==> src/rtl/axi_pkg.sv <==
// axi_pkg: shared AXI constants and FSM state type for the axi_wb_master traffic generator
package axi_pkg;
    localparam int AXI_ADDR_W = 32;
    localparam int AXI_DATA_W = 64;
    localparam int AXI_ID_W   = 4;
    localparam logic [1:0] AXI_RESP_OKAY  = 2'b00;
    localparam logic [1:0] AXI_BURST_INCR = 2'b01;
    localparam logic [2:0] AXI_SIZE_8B    = 3'd3;
    typedef enum logic [2:0] {ST_IDLE, ST_WR, ST_WRESP, ST_RD, ST_RDATA, ST_DONE} state_t;
endpackage

==> src/rtl/axi_wb_master_if.sv <==
// axi_wb_master_if: single-beat AXI4 bus bundle; master drives AW/W/AR and B/R readies, slave the rest
interface axi_wb_master_if;
    import axi_pkg::*;
    logic [AXI_ADDR_W-1:0] awaddr;
    logic [7:0]            awlen;
    logic [2:0]            awsize;
    logic [1:0]            awburst;
    logic [AXI_ID_W-1:0]   awid;
    logic                  awvalid;
    logic                  awready;
    logic [AXI_DATA_W-1:0] wdata;
    logic [7:0]            wstrb;
    logic                  wlast;
    logic                  wvalid;
    logic                  wready;
    logic [1:0]            bresp;
    logic                  bvalid;
    logic                  bready;
    logic [AXI_ADDR_W-1:0] araddr;
    logic [7:0]            arlen;
    logic [2:0]            arsize;
    logic [1:0]            arburst;
    logic [AXI_ID_W-1:0]   arid;
    logic                  arvalid;
    logic                  arready;
    logic [AXI_DATA_W-1:0] rdata;
    logic [1:0]            rresp;
    logic                  rlast;
    logic                  rvalid;
    logic                  rready;
    modport master (
        output awaddr, awlen, awsize, awburst, awid, awvalid,
        output wdata, wstrb, wlast, wvalid, bready,
        output araddr, arlen, arsize, arburst, arid, arvalid, rready,
        input  awready, wready, bresp, bvalid, arready, rdata, rresp, rlast, rvalid
    );
    modport slave (
        input  awaddr, awlen, awsize, awburst, awid, awvalid,
        input  wdata, wstrb, wlast, wvalid, bready,
        input  araddr, arlen, arsize, arburst, arid, arvalid, rready,
        output awready, wready, bresp, bvalid, arready, rdata, rresp, rlast, rvalid
    );
endinterface

==> src/rtl/axi_wb_pattern.sv <==
// axi_wb_pattern: address and expected data of transaction i
//   i_idx  transaction index
//   o_addr ADDR_BASE + 8*i
//   o_data {~lo, lo} with lo = DATA_SEED + i
module axi_wb_pattern
    import axi_pkg::*;
#(
    parameter logic [31:0] ADDR_BASE = 32'h0000_0000,
    parameter logic [31:0] DATA_SEED = 32'h1234_5678
) (
    input  logic [7:0]            i_idx,
    output logic [AXI_ADDR_W-1:0] o_addr,
    output logic [AXI_DATA_W-1:0] o_data
);
    logic [31:0] w_lo;
    assign w_lo   = DATA_SEED + {24'd0, i_idx};
    assign o_addr = ADDR_BASE + {21'd0, i_idx, 3'd0};
    assign o_data = {~w_lo, w_lo};
endmodule

==> src/rtl/axi_wb_master.sv <==
// axi_wb_master: self-checking AXI4 write/read-back traffic generator
//   clk, reset     clock, synchronous active-high reset
//   start          pulse; starts a run from IDLE or DONE
//   m              AXI4 master port (single-beat INCR, 8-byte beats)
//   done, pass     run complete; pass iff no errors
//   err_cnt        saturating error count
//   first_err_addr address of the first failing transaction
// Define AXI_WB_READY_STALL_EN to hold bready/rready low for STALL_CYCLES after each response phase opens.
module axi_wb_master
    import axi_pkg::*;
#(
    parameter logic [31:0] ADDR_BASE    = 32'h0000_0000,
    parameter int          NUM_TXN      = 4,
    parameter logic [31:0] DATA_SEED    = 32'h1234_5678,
    parameter int          STALL_CYCLES = 5
) (
    input  logic                  clk,
    input  logic                  reset,
    input  logic                  start,
    axi_wb_master_if.master       m,
    output logic                  done,
    output logic                  pass,
    output logic [7:0]            err_cnt,
    output logic [AXI_ADDR_W-1:0] first_err_addr
);
`ifdef AXI_WB_READY_STALL_EN
    localparam logic STALL_EN = 1'b1;
`else
    localparam logic STALL_EN = 1'b0;
`endif
    localparam logic [3:0] STALL_LOAD = STALL_EN ? 4'(STALL_CYCLES) : 4'd0;

    state_t                r_state, w_state_next;
    logic [7:0]            r_idx, r_err_cnt;
    logic                  r_act, r_aw_done, r_w_done;
    logic [3:0]            r_stall;
    logic [AXI_ADDR_W-1:0] r_first_err_addr, w_addr;
    logic [AXI_DATA_W-1:0] w_data;
    logic                  w_aw_hs, w_w_hs, w_b_hs, w_ar_hs, w_r_hs, w_last, w_err, w_start;

    axi_wb_pattern #(.ADDR_BASE(ADDR_BASE), .DATA_SEED(DATA_SEED)) u_pat (
        .i_idx (r_idx),
        .o_addr(w_addr),
        .o_data(w_data)
    );

    // r_act is low for one bubble cycle after every phase change except the start of a run.
    always_comb begin
        w_state_next = r_state;
        m.awvalid = (r_state == ST_WR) && r_act && !r_aw_done;
        m.wvalid  = (r_state == ST_WR) && r_act && !r_w_done;
        m.bready  = (r_state == ST_WRESP) && r_act && (r_stall == 4'd0);
        m.arvalid = (r_state == ST_RD) && r_act;
        m.rready  = (r_state == ST_RDATA) && r_act && (r_stall == 4'd0);
        w_aw_hs = m.awvalid && m.awready;
        w_w_hs  = m.wvalid && m.wready;
        w_b_hs  = m.bvalid && m.bready;
        w_ar_hs = m.arvalid && m.arready;
        w_r_hs  = m.rvalid && m.rready;
        w_last  = r_idx == 8'(NUM_TXN - 1);
        w_start = ((r_state == ST_IDLE) || (r_state == ST_DONE)) && start;
        w_err   = (w_b_hs && (m.bresp != AXI_RESP_OKAY)) ||
                  (w_r_hs && ((m.rdata != w_data) || (m.rresp != AXI_RESP_OKAY) || !m.rlast));
        unique case (r_state)
            ST_IDLE, ST_DONE: w_state_next = start ? ST_WR : r_state;
            ST_WR:    w_state_next = ((r_aw_done || w_aw_hs) && (r_w_done || w_w_hs)) ? ST_WRESP : ST_WR;
            ST_WRESP: w_state_next = w_b_hs ? ST_RD : ST_WRESP;
            ST_RD:    w_state_next = w_ar_hs ? ST_RDATA : ST_RD;
            ST_RDATA: w_state_next = w_r_hs ? (w_last ? ST_DONE : ST_WR) : ST_RDATA;
            default:  w_state_next = ST_IDLE;
        endcase
    end

    always_ff @(posedge clk) begin
        if (reset) begin
            r_state          <= ST_IDLE;
            r_idx            <= 8'd0;
            r_act            <= 1'b0;
            r_aw_done        <= 1'b0;
            r_w_done         <= 1'b0;
            r_stall          <= 4'd0;
            r_err_cnt        <= 8'd0;
            r_first_err_addr <= '0;
        end else begin
            r_state   <= w_state_next;
            r_act     <= (w_state_next == r_state) || (r_state == ST_IDLE) || (r_state == ST_DONE);
            r_aw_done <= (r_state == ST_WR) && (r_aw_done || w_aw_hs);
            r_w_done  <= (r_state == ST_WR) && (r_w_done || w_w_hs);
            // Hold-off counts only once the bubble cycle has passed.
            r_stall   <= ((w_state_next != r_state) && ((w_state_next == ST_WRESP) || (w_state_next == ST_RDATA))) ? STALL_LOAD :
                         (r_act && (r_stall != 4'd0)) ? r_stall - 4'd1 : r_stall;
            if (w_start) begin
                r_idx            <= 8'd0;
                r_err_cnt        <= 8'd0;
                r_first_err_addr <= '0;
            end else begin
                if (w_r_hs && !w_last)
                    r_idx <= r_idx + 8'd1;
                if (w_err) begin
                    r_err_cnt <= (r_err_cnt == 8'hFF) ? r_err_cnt : r_err_cnt + 8'd1;
                    if (r_err_cnt == 8'd0)
                        r_first_err_addr <= w_addr;
                end
            end
        end
    end

    // Payloads are zero when idle and held stable while their valid is up.
    assign m.awaddr  = m.awvalid ? w_addr : '0;
    assign m.wdata   = m.wvalid ? w_data : '0;
    assign m.araddr  = m.arvalid ? w_addr : '0;
    assign m.awlen   = 8'd0;
    assign m.awsize  = AXI_SIZE_8B;
    assign m.awburst = AXI_BURST_INCR;
    assign m.awid    = '0;
    assign m.arlen   = 8'd0;
    assign m.arsize  = AXI_SIZE_8B;
    assign m.arburst = AXI_BURST_INCR;
    assign m.arid    = '0;
    assign m.wstrb   = 8'hFF;
    assign m.wlast   = m.wvalid;

    assign done           = r_state == ST_DONE;
    assign pass           = done && (r_err_cnt == 8'd0);
    assign err_cnt        = r_err_cnt;
    assign first_err_addr = r_first_err_addr;
endmodule
==> src/flat_wrapper.sv <==
// flat-port wrapper written by rule: the top's interface ports become plain ports
module axi_wb_master_flat import axi_pkg::*;
#(
    parameter logic [31:0] ADDR_BASE    = 32'h0000_0000,
    parameter int          NUM_TXN      = 4,
    parameter logic [31:0] DATA_SEED    = 32'h1234_5678,
    parameter int          STALL_CYCLES = 5
)
  (clk, reset, start, done, pass, err_cnt, first_err_addr, m_awaddr, m_awlen, m_awsize, m_awburst, m_awid, m_awvalid, m_wdata, m_wstrb, m_wlast, m_wvalid, m_bready, m_araddr, m_arlen, m_arsize, m_arburst, m_arid, m_arvalid, m_rready, m_awready, m_wready, m_bresp, m_bvalid, m_arready, m_rdata, m_rresp, m_rlast, m_rvalid);
  axi_wb_master_if m_i ();
  input  logic clk;
  input  logic reset;
  input  logic start;
  output logic done;
  output logic pass;
  output logic [7:0] err_cnt;
  output logic [AXI_ADDR_W-1:0] first_err_addr;
  output wire logic [$bits(m_i.awaddr)-1:0] m_awaddr;
  output wire logic [$bits(m_i.awlen)-1:0] m_awlen;
  output wire logic [$bits(m_i.awsize)-1:0] m_awsize;
  output wire logic [$bits(m_i.awburst)-1:0] m_awburst;
  output wire logic [$bits(m_i.awid)-1:0] m_awid;
  output wire logic [$bits(m_i.awvalid)-1:0] m_awvalid;
  output wire logic [$bits(m_i.wdata)-1:0] m_wdata;
  output wire logic [$bits(m_i.wstrb)-1:0] m_wstrb;
  output wire logic [$bits(m_i.wlast)-1:0] m_wlast;
  output wire logic [$bits(m_i.wvalid)-1:0] m_wvalid;
  output wire logic [$bits(m_i.bready)-1:0] m_bready;
  output wire logic [$bits(m_i.araddr)-1:0] m_araddr;
  output wire logic [$bits(m_i.arlen)-1:0] m_arlen;
  output wire logic [$bits(m_i.arsize)-1:0] m_arsize;
  output wire logic [$bits(m_i.arburst)-1:0] m_arburst;
  output wire logic [$bits(m_i.arid)-1:0] m_arid;
  output wire logic [$bits(m_i.arvalid)-1:0] m_arvalid;
  output wire logic [$bits(m_i.rready)-1:0] m_rready;
  input wire logic [$bits(m_i.awready)-1:0] m_awready;
  input wire logic [$bits(m_i.wready)-1:0] m_wready;
  input wire logic [$bits(m_i.bresp)-1:0] m_bresp;
  input wire logic [$bits(m_i.bvalid)-1:0] m_bvalid;
  input wire logic [$bits(m_i.arready)-1:0] m_arready;
  input wire logic [$bits(m_i.rdata)-1:0] m_rdata;
  input wire logic [$bits(m_i.rresp)-1:0] m_rresp;
  input wire logic [$bits(m_i.rlast)-1:0] m_rlast;
  input wire logic [$bits(m_i.rvalid)-1:0] m_rvalid;
  assign m_awaddr = m_i.awaddr;
  assign m_awlen = m_i.awlen;
  assign m_awsize = m_i.awsize;
  assign m_awburst = m_i.awburst;
  assign m_awid = m_i.awid;
  assign m_awvalid = m_i.awvalid;
  assign m_wdata = m_i.wdata;
  assign m_wstrb = m_i.wstrb;
  assign m_wlast = m_i.wlast;
  assign m_wvalid = m_i.wvalid;
  assign m_bready = m_i.bready;
  assign m_araddr = m_i.araddr;
  assign m_arlen = m_i.arlen;
  assign m_arsize = m_i.arsize;
  assign m_arburst = m_i.arburst;
  assign m_arid = m_i.arid;
  assign m_arvalid = m_i.arvalid;
  assign m_rready = m_i.rready;
  assign m_i.awready = m_awready;
  assign m_i.wready = m_wready;
  assign m_i.bresp = m_bresp;
  assign m_i.bvalid = m_bvalid;
  assign m_i.arready = m_arready;
  assign m_i.rdata = m_rdata;
  assign m_i.rresp = m_rresp;
  assign m_i.rlast = m_rlast;
  assign m_i.rvalid = m_rvalid;
  axi_wb_master #(.ADDR_BASE(ADDR_BASE), .NUM_TXN(NUM_TXN), .DATA_SEED(DATA_SEED), .STALL_CYCLES(STALL_CYCLES)) u_core (.clk(clk), .reset(reset), .start(start), .m(m_i), .done(done), .pass(pass), .err_cnt(err_cnt), .first_err_addr(first_err_addr));
endmodule
==> config.mk <==
export PLATFORM = sky130hd
export DESIGN_NAME = axi_wb_master_flat
export DESIGN_NICKNAME = d
export VERILOG_FILES = /design/src/rtl/axi_pkg.sv /design/src/rtl/axi_wb_master_if.sv /design/src/rtl/axi_wb_pattern.sv /design/src/rtl/axi_wb_master.sv /design/src/flat_wrapper.sv
export SDC_FILE = /design/constraint.sdc
export NUM_CORES = 1
export LEC_CHECK = 0
export BUFFER_PORTS_ARGS = -buffer_cell sky130_fd_sc_hd__buf_2
export CAP_MARGIN = 10
export CORE_AREA = 3 3 114 116
export CTS_BUF_LIST = sky130_fd_sc_hd__clkbuf_8
export CTS_CLUSTER_DIAMETER = 40
export DETAILED_ROUTE_END_ITERATION = 7
export DIE_AREA = 0 0 117 119
export PLACE_DENSITY = 0.64
export SLEW_MARGIN = 30
export SYNTH_ARGS = -nofsm -noshare
export SYNTH_HDL_FRONTEND = slang
export SYNTH_SLANG_ARGS = --single-unit
export TNS_END_PERCENT = 1
==> constraint.sdc <==
create_clock -name clk -period 3.45 [get_ports clk]
set_input_delay 0.69 -clock clk [delete_from_list [all_inputs] [get_ports clk]]
set_output_delay 0.69 -clock clk [all_outputs]
set_load 0.05 [all_outputs]
Word-level counts from Yosys, hierarchy flattened
Index checks and enable logic that the tools add are counted.
- bits in read-only memories: 0
- bits in latches: 0
- logic and storage cells: 83
- output and inout port bits: 218
- memories kept: 0
- RAM bits: 0
- input port bits: 77
- bits in registers: 34
- muxes and demuxes: 10
- equality and inequality tests: 12
- order comparisons: 0
- div/mod/pow operators: 0
- bitwise logic cells: 2
- $mul: 0
- reduce and logical (&&, ||, !) cells: 47
- add/sub/neg operators: 4
- shifts and indexed selects: 0
- operator list (cell ; count):
    $mux W64 ; 1
    $ne A64 B64 Y1 ; 1
    $not A32 Y32 ; 1
    $add A29 B8 Y30 const A ; 1
    $logic_and A1 B1 Y1 ; 23
    $mux W11 ; 2
    $add A8 B1 Y8 const B ; 2
    $pmux W3 S5 ; 1
    $mux W3 ; 4
    $eq A3 B2 Y1 const B ; 3
    $eq A3 B3 Y1 const B ; 3
    $logic_or A1 B1 Y1 ; 9
    $eq A8 B2 Y1 const B ; 1
    $eq A8 B8 Y1 const B ; 1
    $logic_not A8 Y1 ; 1
    $reduce_or A2 Y1 ; 3
    $logic_not A1 Y1 ; 4
    $logic_not A4 Y1 ; 1
    $reduce_and A2 Y1 ; 2
    $reduce_bool A2 Y1 ; 2
    $reduce_bool A4 Y1 ; 1
    $sub A4 B1 Y4 const B ; 1
    $eq A3 B1 Y1 const B ; 1
    $eq A3 B3 Y1 ; 1
    other kinds (5) ; 5

Logic depth before layout (Yosys ltp)
Gate-level depths: netlist of run 1.
- depth after elaboration: 12
- gate-level depth with buffers: 10
- depth with buffers taken out: 8

Cells and area by module
A second synthesis of run 1 with hierarchy kept.
- cells, all modules: 647
- area total of the unflattened synthesis: 5260.0 µm²
- modules (own cells, without submodules) (module ; times used ; cells an instance ; area an instance (µm²) ; seq. area each (µm²)):
    axi_wb_master ; 1 ; 546 ; 4511.8 ; 1161.1
    axi_wb_pattern ; 1 ; 101 ; 748.2 ; 0.0

Worst setup path before layout of run 1
No wires, ideal clock.
- path kind: register -> output
- from: reg u_core.r_state[0]
- to: out m_wdata[37]
- data required time: 2.760 ns
- path buffers: 1
- stages on the path, launching flop included: 8
- slack: 0.297 ns
- data arrival time: 2.463 ns
- cell sequence: dfxtp_1 > clkbuf_1 > nand2_1 > nor2_1 > nand2_1 > or2_2 > inv_1 > and2_1
- cells in the longest elaborated chain, start to end: 4
- ends and longest elaborated chain (what ; RTL line ; text):
    from (decl) ; axi_wb_master.sv:33 ; state_t r_state, w_state_next;
    from (signal assigned) ; axi_wb_master.sv:85 ; r_state <= w_state_next;
    $eq A3 B1 Y1 ; axi_wb_master.sv:51 ; m.wvalid = (r_state == ST_WR) && r_act && !r_w_done;
    $logic_and A1 B1 Y1 (2 in series) ; axi_wb_master.sv:51 ;
    net m_wlast ; flat_wrapper.sv:26 ; output wire logic [$bits(m_i.wlast)-1:0] m_wlast;
    $mux W64 ; axi_wb_master.sv:110 ; assign m.wdata = m.wvalid ? w_data : '0;
    to (decl) ; flat_wrapper.sv:24 ; output wire logic [$bits(m_i.wdata)-1:0] m_wdata;
The timed path passes the listed nets, and every way through them passes these cells.

Final worst setup path of run 1
- from: reg u_core.r_state[0]
- to: out m_wdata[40]
- cells in the longest elaborated chain, start to end: 4
- ends and longest elaborated chain (what ; RTL line):
    $eq A3 B1 Y1 ; axi_wb_master.sv:51
    $logic_and A1 B1 Y1 (2 in series) ; axi_wb_master.sv:51
    $mux W64 ; axi_wb_master.sv:110
No other way between the ends.

==> impl_metrics.env, run 1 <==
export IMPL_seqPwrFrac=0.272
export IMPL_cts_buffer_depth=2
export IMPL_path_class="flop to output pin"
export IMPL_fin_hold_ws_ns=0.480
export IMPL_fin_area_um2=4010
export IMPL_netlist_area_um2=3650
export IMPL_syn_to_final_growth_pct=9.76
export IMPL_dpl_cell_area_um2=3870
export IMPL_rsz0062_at_grt="false"
export IMPL_dpl_hpwl_mm=8.53
export IMPL_cts_setup_buffers=0
export IMPL_cp_start_kind="flop"
export IMPL_crit_chain="nand2_1 -> nor2_1 -> nand2_1 -> or2_2 -> inv_1 -> buf_4 -> and2_1 -> buf_2"
export IMPL_postCtsHoldBufs=0
export IMPL_worst_path_most_repeated_cell="nand2_1"
export IMPL_grt_usage=0.133
export IMPL_gr_total_overflow=0
export IMPL_worst_slew_pin_transition_ns=0.920
export IMPL_synth_cells=478
export IMPL_cts_resized=0
export IMPL_finalNetCount=687
export IMPL_p_int_uw=823
export IMPL_start_util=0.304
export IMPL_cp_top_family="simple AND/OR/NAND/NOR gates"
export IMPL_portBuffers=157
export IMPL_finClkSkew_ns=0.0105
export IMPL_top_layer="met4"
export IMPL_pre_cts_slack_ns=0.506
export IMPL_setup_viol=0
export IMPL_die_y_um=119
export IMPL_slowest_delay_ns=0.51
export IMPL_firstDrtPassIters=6
export IMPL_coreArea_um2=12000
export IMPL_synth_top_area_share=0.333
export IMPL_synth_area_leaders="buf_4, dfxtp_1, nor2_1, and2_1, a21oi_1"
export IMPL_seq_area_um2=681
export IMPL_clkLatencyLatePin_ns=0.29
export IMPL_path_buf_inv=3
export IMPL_wl_per_cell_um=13.6
export IMPL_clkTransAtPathRegs_ns=0.08
export IMPL_synth_area_leader_cell="buf_4"
export IMPL_synth_edf_count=0
export IMPL_wl_met2_mm=4.89
export IMPL_final_cells=751
export IMPL_power_switching_uw=747
export IMPL_drc=0
export IMPL_routed_wl_mm=10.2
export IMPL_first_global_vias=2709
export IMPL_fin_setup_tns_ns=0
export IMPL_multi_input_area_um2=2120
export IMPL_hold_viol=0
export IMPL_drv_cap=0
export IMPL_die_w_um=117
export IMPL_slew_violations=0
export IMPL_routed_via_density=4.26
export IMPL_io_pins=295
export IMPL_wl_met1_mm=4.59
export IMPL_vias=3202
export IMPL_power_density_cell_area_nw_per_um2=391
export IMPL_worstHoldPathType="flop to flop"
export IMPL_die_area_um2=13900
export IMPL_ys_async_sr_fraction=0
export IMPL_synth_most_common_cell="buf_4"
export IMPL_ys_flop_type="dfxtp_1"
export IMPL_fmax_mhz=322
export IMPL_wl_met3_um=696
export IMPL_crit_arrival_ns=2.42
export IMPL_cts_tree="yes"
export IMPL_cp_required_ns=2.76
export IMPL_peakVddDrop_mv=0.150
export IMPL_power_mw=1.57
export IMPL_drive_above_1_share=0.306
export IMPL_cp_end_kind="output pin"
export IMPL_p_leak_nw=2.14
export IMPL_synth_seq_cells=34
export IMPL_drt_initial_drc_count=111
export IMPL_diodes=0
export IMPL_gp_congestion=0.784
export IMPL_yosysWarnings=0
export IMPL_clkPwrFrac=0.288
export IMPL_sw_frac_of_total=0.476
export IMPL_cts_buffers=5
export IMPL_grt_max_degree=33
export IMPL_postLayoutCoreUtil=0.334
export IMPL_synth_cell_types=61
export IMPL_grt_first_pass_wirelength_mm=14.9
export IMPL_critPathMaxFanout=32
export IMPL_synth_area_per_cell_um2=7.64
export IMPL_placed_cells=743
export IMPL_htreeDepth=2
export IMPL_rows=40
export IMPL_pwr_share_comb=0.439
export IMPL_fin_crit_ns=3.11
export IMPL_synth_seq_area_share=0.186
export IMPL_outcome="completed"
export IMPL_antenna_left=0
export IMPL_antenna_found_initial=0
export IMPL_ctsRootBufferMaster="clkbuf_8"
export IMPL_yosys_top_cells_count="buf_4, nor2_1, dfxtp_1"
export IMPL_fillerInstances=1298
export IMPL_fin_ws_ns=0.340
export IMPL_cp_slowest_cell="dfxtp_1"
export IMPL_min_period_over_period=0.901
export IMPL_max_slew_margin=0.387
export IMPL_clkSinkCount=34
-- cell type report --
class,count,area share
clock buffers,5,0.0172
clock inverters,3,0.0172
inverters,11,0.0103
multi-input cells,386,0.529
flip-flops and latches,34,0.170
well taps,147,0.0459
repair buffers,165,0.211
-- worst paths after layout --
path	start	endpoint	slack (ns)	cells after the start
setup reg to reg	u_core.r_idx[4]$_SDFFE_PP0P_	u_core.err_cnt[7]$_SDFFE_PP0P_	0.51	8
hold / removal	u_core.first_err_addr[8]$_SDFFE_PP0P_	u_core.first_err_addr[8]$_SDFFE_PP0P_	0.48	2
hold reg to reg	u_core.first_err_addr[8]$_SDFFE_PP0P_	u_core.first_err_addr[8]$_SDFFE_PP0P_	0.48	2
setup / recovery	u_core.r_state[0]$_SDFF_PP0_	m_wdata[40]	0.34	8
-- sequential cells by signal, indices dropped and copies added (netlist names) --
name / flops
u_core.r_idx: 8
u_core.r_w_done: 1
u_core.r_stall: 4
u_core.r_act: 1
u_core.first_err_addr: 8
u_core.err_cnt: 8
u_core.r_state: 3
u_core.r_aw_done: 1
-- metal layers --
layer | vias to the layer above | GRT usage
met5 | - | 0
met4 | 0 | 0.0244
met3 | 4 | 0.0198
met2 | 155 | 0.213
met1 | 1477 | 0.191
li1 | 1566 | -
-- cells by family (layout without fill, tap and decap cells) --
group                      count (synthesis)  count (layout)  synth area share
DFF                                       34              34             0.186
other                                      2             137           0.00206
and+or+nand+nor                          166             166             0.272
AOI/OAI and AO/OA                         60              60             0.102
xor gates and xnor gates                  12              12            0.0288
buffers and inverters                    193             184             0.372
adders and majority gates                  7               7            0.0240
muxes                                      4               4            0.0127
-- cells in the final DEF, fill, tap and decap left out, types with 6 or more instances in the layout --
master	count
nor2_1	38
a21oi_1	22
nor2b_1	6
ha_1	7
conb_1	137
buf_4	8
o21ai_1	10
xor2_1	7
buf_2	157
and2_1	22
nand2_1	13
nor3b_1	7
nand3_1	17
dfxtp_1	34
nor3_1	9
inv_1	11
-- tightest hold or removal path: cells and delay by family, from the launching register on --
family | cells | cell delay [ns]
flops | 1 | 0.31
compound gates | 2 | 0.13
-- power by group through the flow --
stage                     Sequential [mW]  Clock, mW  Combinational [mW]
after floorplan                     0.427          0               0.743
after global placement              0.437          0               0.682
after detailed placement            0.436          0               0.685
after CTS                           0.427      0.461               0.686
after global routing                0.430      0.480               0.730
final                               0.427      0.453               0.689
(Power assumes the default switching activity.)
==> run 2, diff against run 1 <==
==> constraint.sdc (replaced) <==
create_clock -name clk -period 3.5 [get_ports clk]
set_input_delay 0.7 -clock clk [delete_from_list [all_inputs] [get_ports clk]]
set_output_delay 0.7 -clock clk [all_outputs]
set_load 0.05 [all_outputs]
==> impl_metrics.env, run 2 (synthesis gave the netlist of run 1 again) <==
export IMPL_outcome="completed"
export IMPL_final_common_cell="buf_2"
export IMPL_vias=3186
export IMPL_die_w_um=117
export IMPL_p_leak_nw=2.11
export IMPL_p_int_uw=677
export IMPL_power_switching_uw=711
export IMPL_clkLatencyLatePin_ns=0.28
export IMPL_fin_setup_tns_ns=0
export IMPL_syn_to_final_growth_pct=8.26
export IMPL_finalNetCount=687
export IMPL_endpoint="m_wdata[37]"
export IMPL_cp_required_ns=2.80
export IMPL_hold_viol=0
export IMPL_die_area_um2=13900
export IMPL_start_util=0.304
export IMPL_fin_crit_ns=3.07
export IMPL_power_mw=1.39
export IMPL_coreArea_um2=12000
export IMPL_gr_total_overflow=0
export IMPL_antenna_found_initial=0
export IMPL_grt_max_degree=33
export IMPL_portBuffers=157
export IMPL_seqPwrFrac=0.304
export IMPL_rrSetupSlack_ns=0.74
export IMPL_final_cells=749
export IMPL_final_cell_mix="buf_2, conb_1, nor2_1"
export IMPL_setup_viol=0
export IMPL_fin_ws_ns=0.428
export IMPL_pre_cts_slack_ns=0.713
export IMPL_clkPwrFrac=0.209
export IMPL_drive_above_1_share=0.304
export IMPL_antenna_left=0
export IMPL_cts_resized=0
export IMPL_wl_per_cell_um=13.7
export IMPL_diodes=0
export IMPL_dpl_hpwl_mm=8.53
export IMPL_worst_slew_pin_transition_ns=0.851
export IMPL_fmax_mhz=326
export IMPL_gp_congestion=0.782
export IMPL_clkTransAtPathRegs_ns=0.07
export IMPL_drv_cap=0
export IMPL_slew_violations=0
export IMPL_pwr_share_comb=0.488
export IMPL_cts_buffer_depth=2
export IMPL_fin_hold_ws_ns=0.476
export IMPL_io_pins=295
export IMPL_power_density_cell_area_nw_per_um2=351
export IMPL_routed_wl_mm=10.3
export IMPL_grt_first_pass_wirelength_mm=15.1
export IMPL_cts_setup_buffers=0
export IMPL_peakVddDrop_mv=0.120
export IMPL_grt_usage=0.135
export IMPL_cp_start_kind="flop"
export IMPL_crit_arrival_ns=2.37
export IMPL_cp_end_kind="output pin"
export IMPL_sw_frac_of_total=0.512
export IMPL_path_class="flop to output pin"
export IMPL_postCtsHoldBufs=0
export IMPL_max_slew_margin=0.432
export IMPL_htreeDepth=2
export IMPL_crit_start="u_core.r_state[0]$_SDFF_PP0_"
export IMPL_timing_rr_end="u_core.err_cnt[7]$_SDFFE_PP0P_"
export IMPL_placed_cells=743
export IMPL_ctsRootBufferMaster="clkbuf_8"
export IMPL_critPathMaxFanout=32
export IMPL_cts_tree="yes"
export IMPL_drt_initial_drc_count=125
export IMPL_min_period_over_period=0.878
export IMPL_rows=40
export IMPL_worstHoldPathType="flop to flop"
export IMPL_cts_buffers=5
export IMPL_routed_via_density=4.25
export IMPL_die_y_um=119
export IMPL_finClkSkew_ns=0.00260
export IMPL_rsz0062_at_grt="false"
export IMPL_drc=0
export IMPL_clkSinkCount=34
export IMPL_rr_worst_depth=8
export IMPL_first_global_vias=2835
export IMPL_firstDrtPassIters=4
export IMPL_r2r_start="u_core.r_idx[4]$_SDFFE_PP0P_"
[run 2: changes by cell type in the layout (fill, tap and decap cells not counted)]
cell and delta:
bufinv_16 -2, clkbuf_8 +1, clkinv_4 -1
[run 2: worst min-delay path by stage]
stage,cells after the start,slack [ns],end,start
floorplan,2,0.49,u_core.r_stall[1]$_SDFFE_PP0P_,u_core.r_stall[1]$_SDFFE_PP0P_
global placement,2,0.47,u_core.first_err_addr[8]$_SDFFE_PP0P_,u_core.first_err_addr[8]$_SDFFE_PP0P_
detailed placement,2,0.47,u_core.first_err_addr[8]$_SDFFE_PP0P_,u_core.first_err_addr[8]$_SDFFE_PP0P_
CTS,2,0.48,u_core.first_err_addr[8]$_SDFFE_PP0P_,u_core.first_err_addr[8]$_SDFFE_PP0P_
global route,2,0.49,u_core.first_err_addr[8]$_SDFFE_PP0P_,u_core.first_err_addr[8]$_SDFFE_PP0P_
finish,2,0.48,u_core.first_err_addr[8]$_SDFFE_PP0P_,u_core.first_err_addr[8]$_SDFFE_PP0P_
[run 2: area by class of cell]
type	count	area, um2
Fill cell	1290	8060
Multi-Input combinational cell	386	2120
Timing Repair Buffer	165	846
Sequential cell	34	681
Tap cell	147	184
Clock buffer	6	82.6
Inverter	11	41.3
[run 2: power by group through the flow]
stage	Sequential, mW	Combinational (mW)	Clock, mW
floorplan	0.421	0.732	0
global placement	0.430	0.672	0
detailed placement	0.430	0.674	0
CTS	0.421	0.674	0.300
global route	0.425	0.719	0.316
finish	0.421	0.677	0.290
[run 2: through the flow]
stage,utilization,cell area (um2)
6_report,0.329,3950
5_1_grt,0.329,3950
4_1_cts,0.329,3950
3_5_place_dp,0.322,3870
3_3_place_gp,0.322,3870
2_1_floorplan,-,4160
[run 2: critical path, stage by stage (launching register included)]
cell and delay, ns:
dfxtp_1 0.51, nand2_1 0.15, nor2_1 0.15, nand2_1 0.12, or2_2 0.41, inv_1 0.08, buf_4 0.24, and2_1 0.16
buf_2 0.26
[run 2: per-layer routing]
metal	part of all wire	routed length, um	GRT usage	vias to the layer above
met5	0	0	0	-
met4	0.0044	45	0.0265	0
met3	0.064	652	0.0203	2
met2	0.49	5080	0.229	150
met1	0.44	4480	0.181	1467
li1	-	-	-	1567
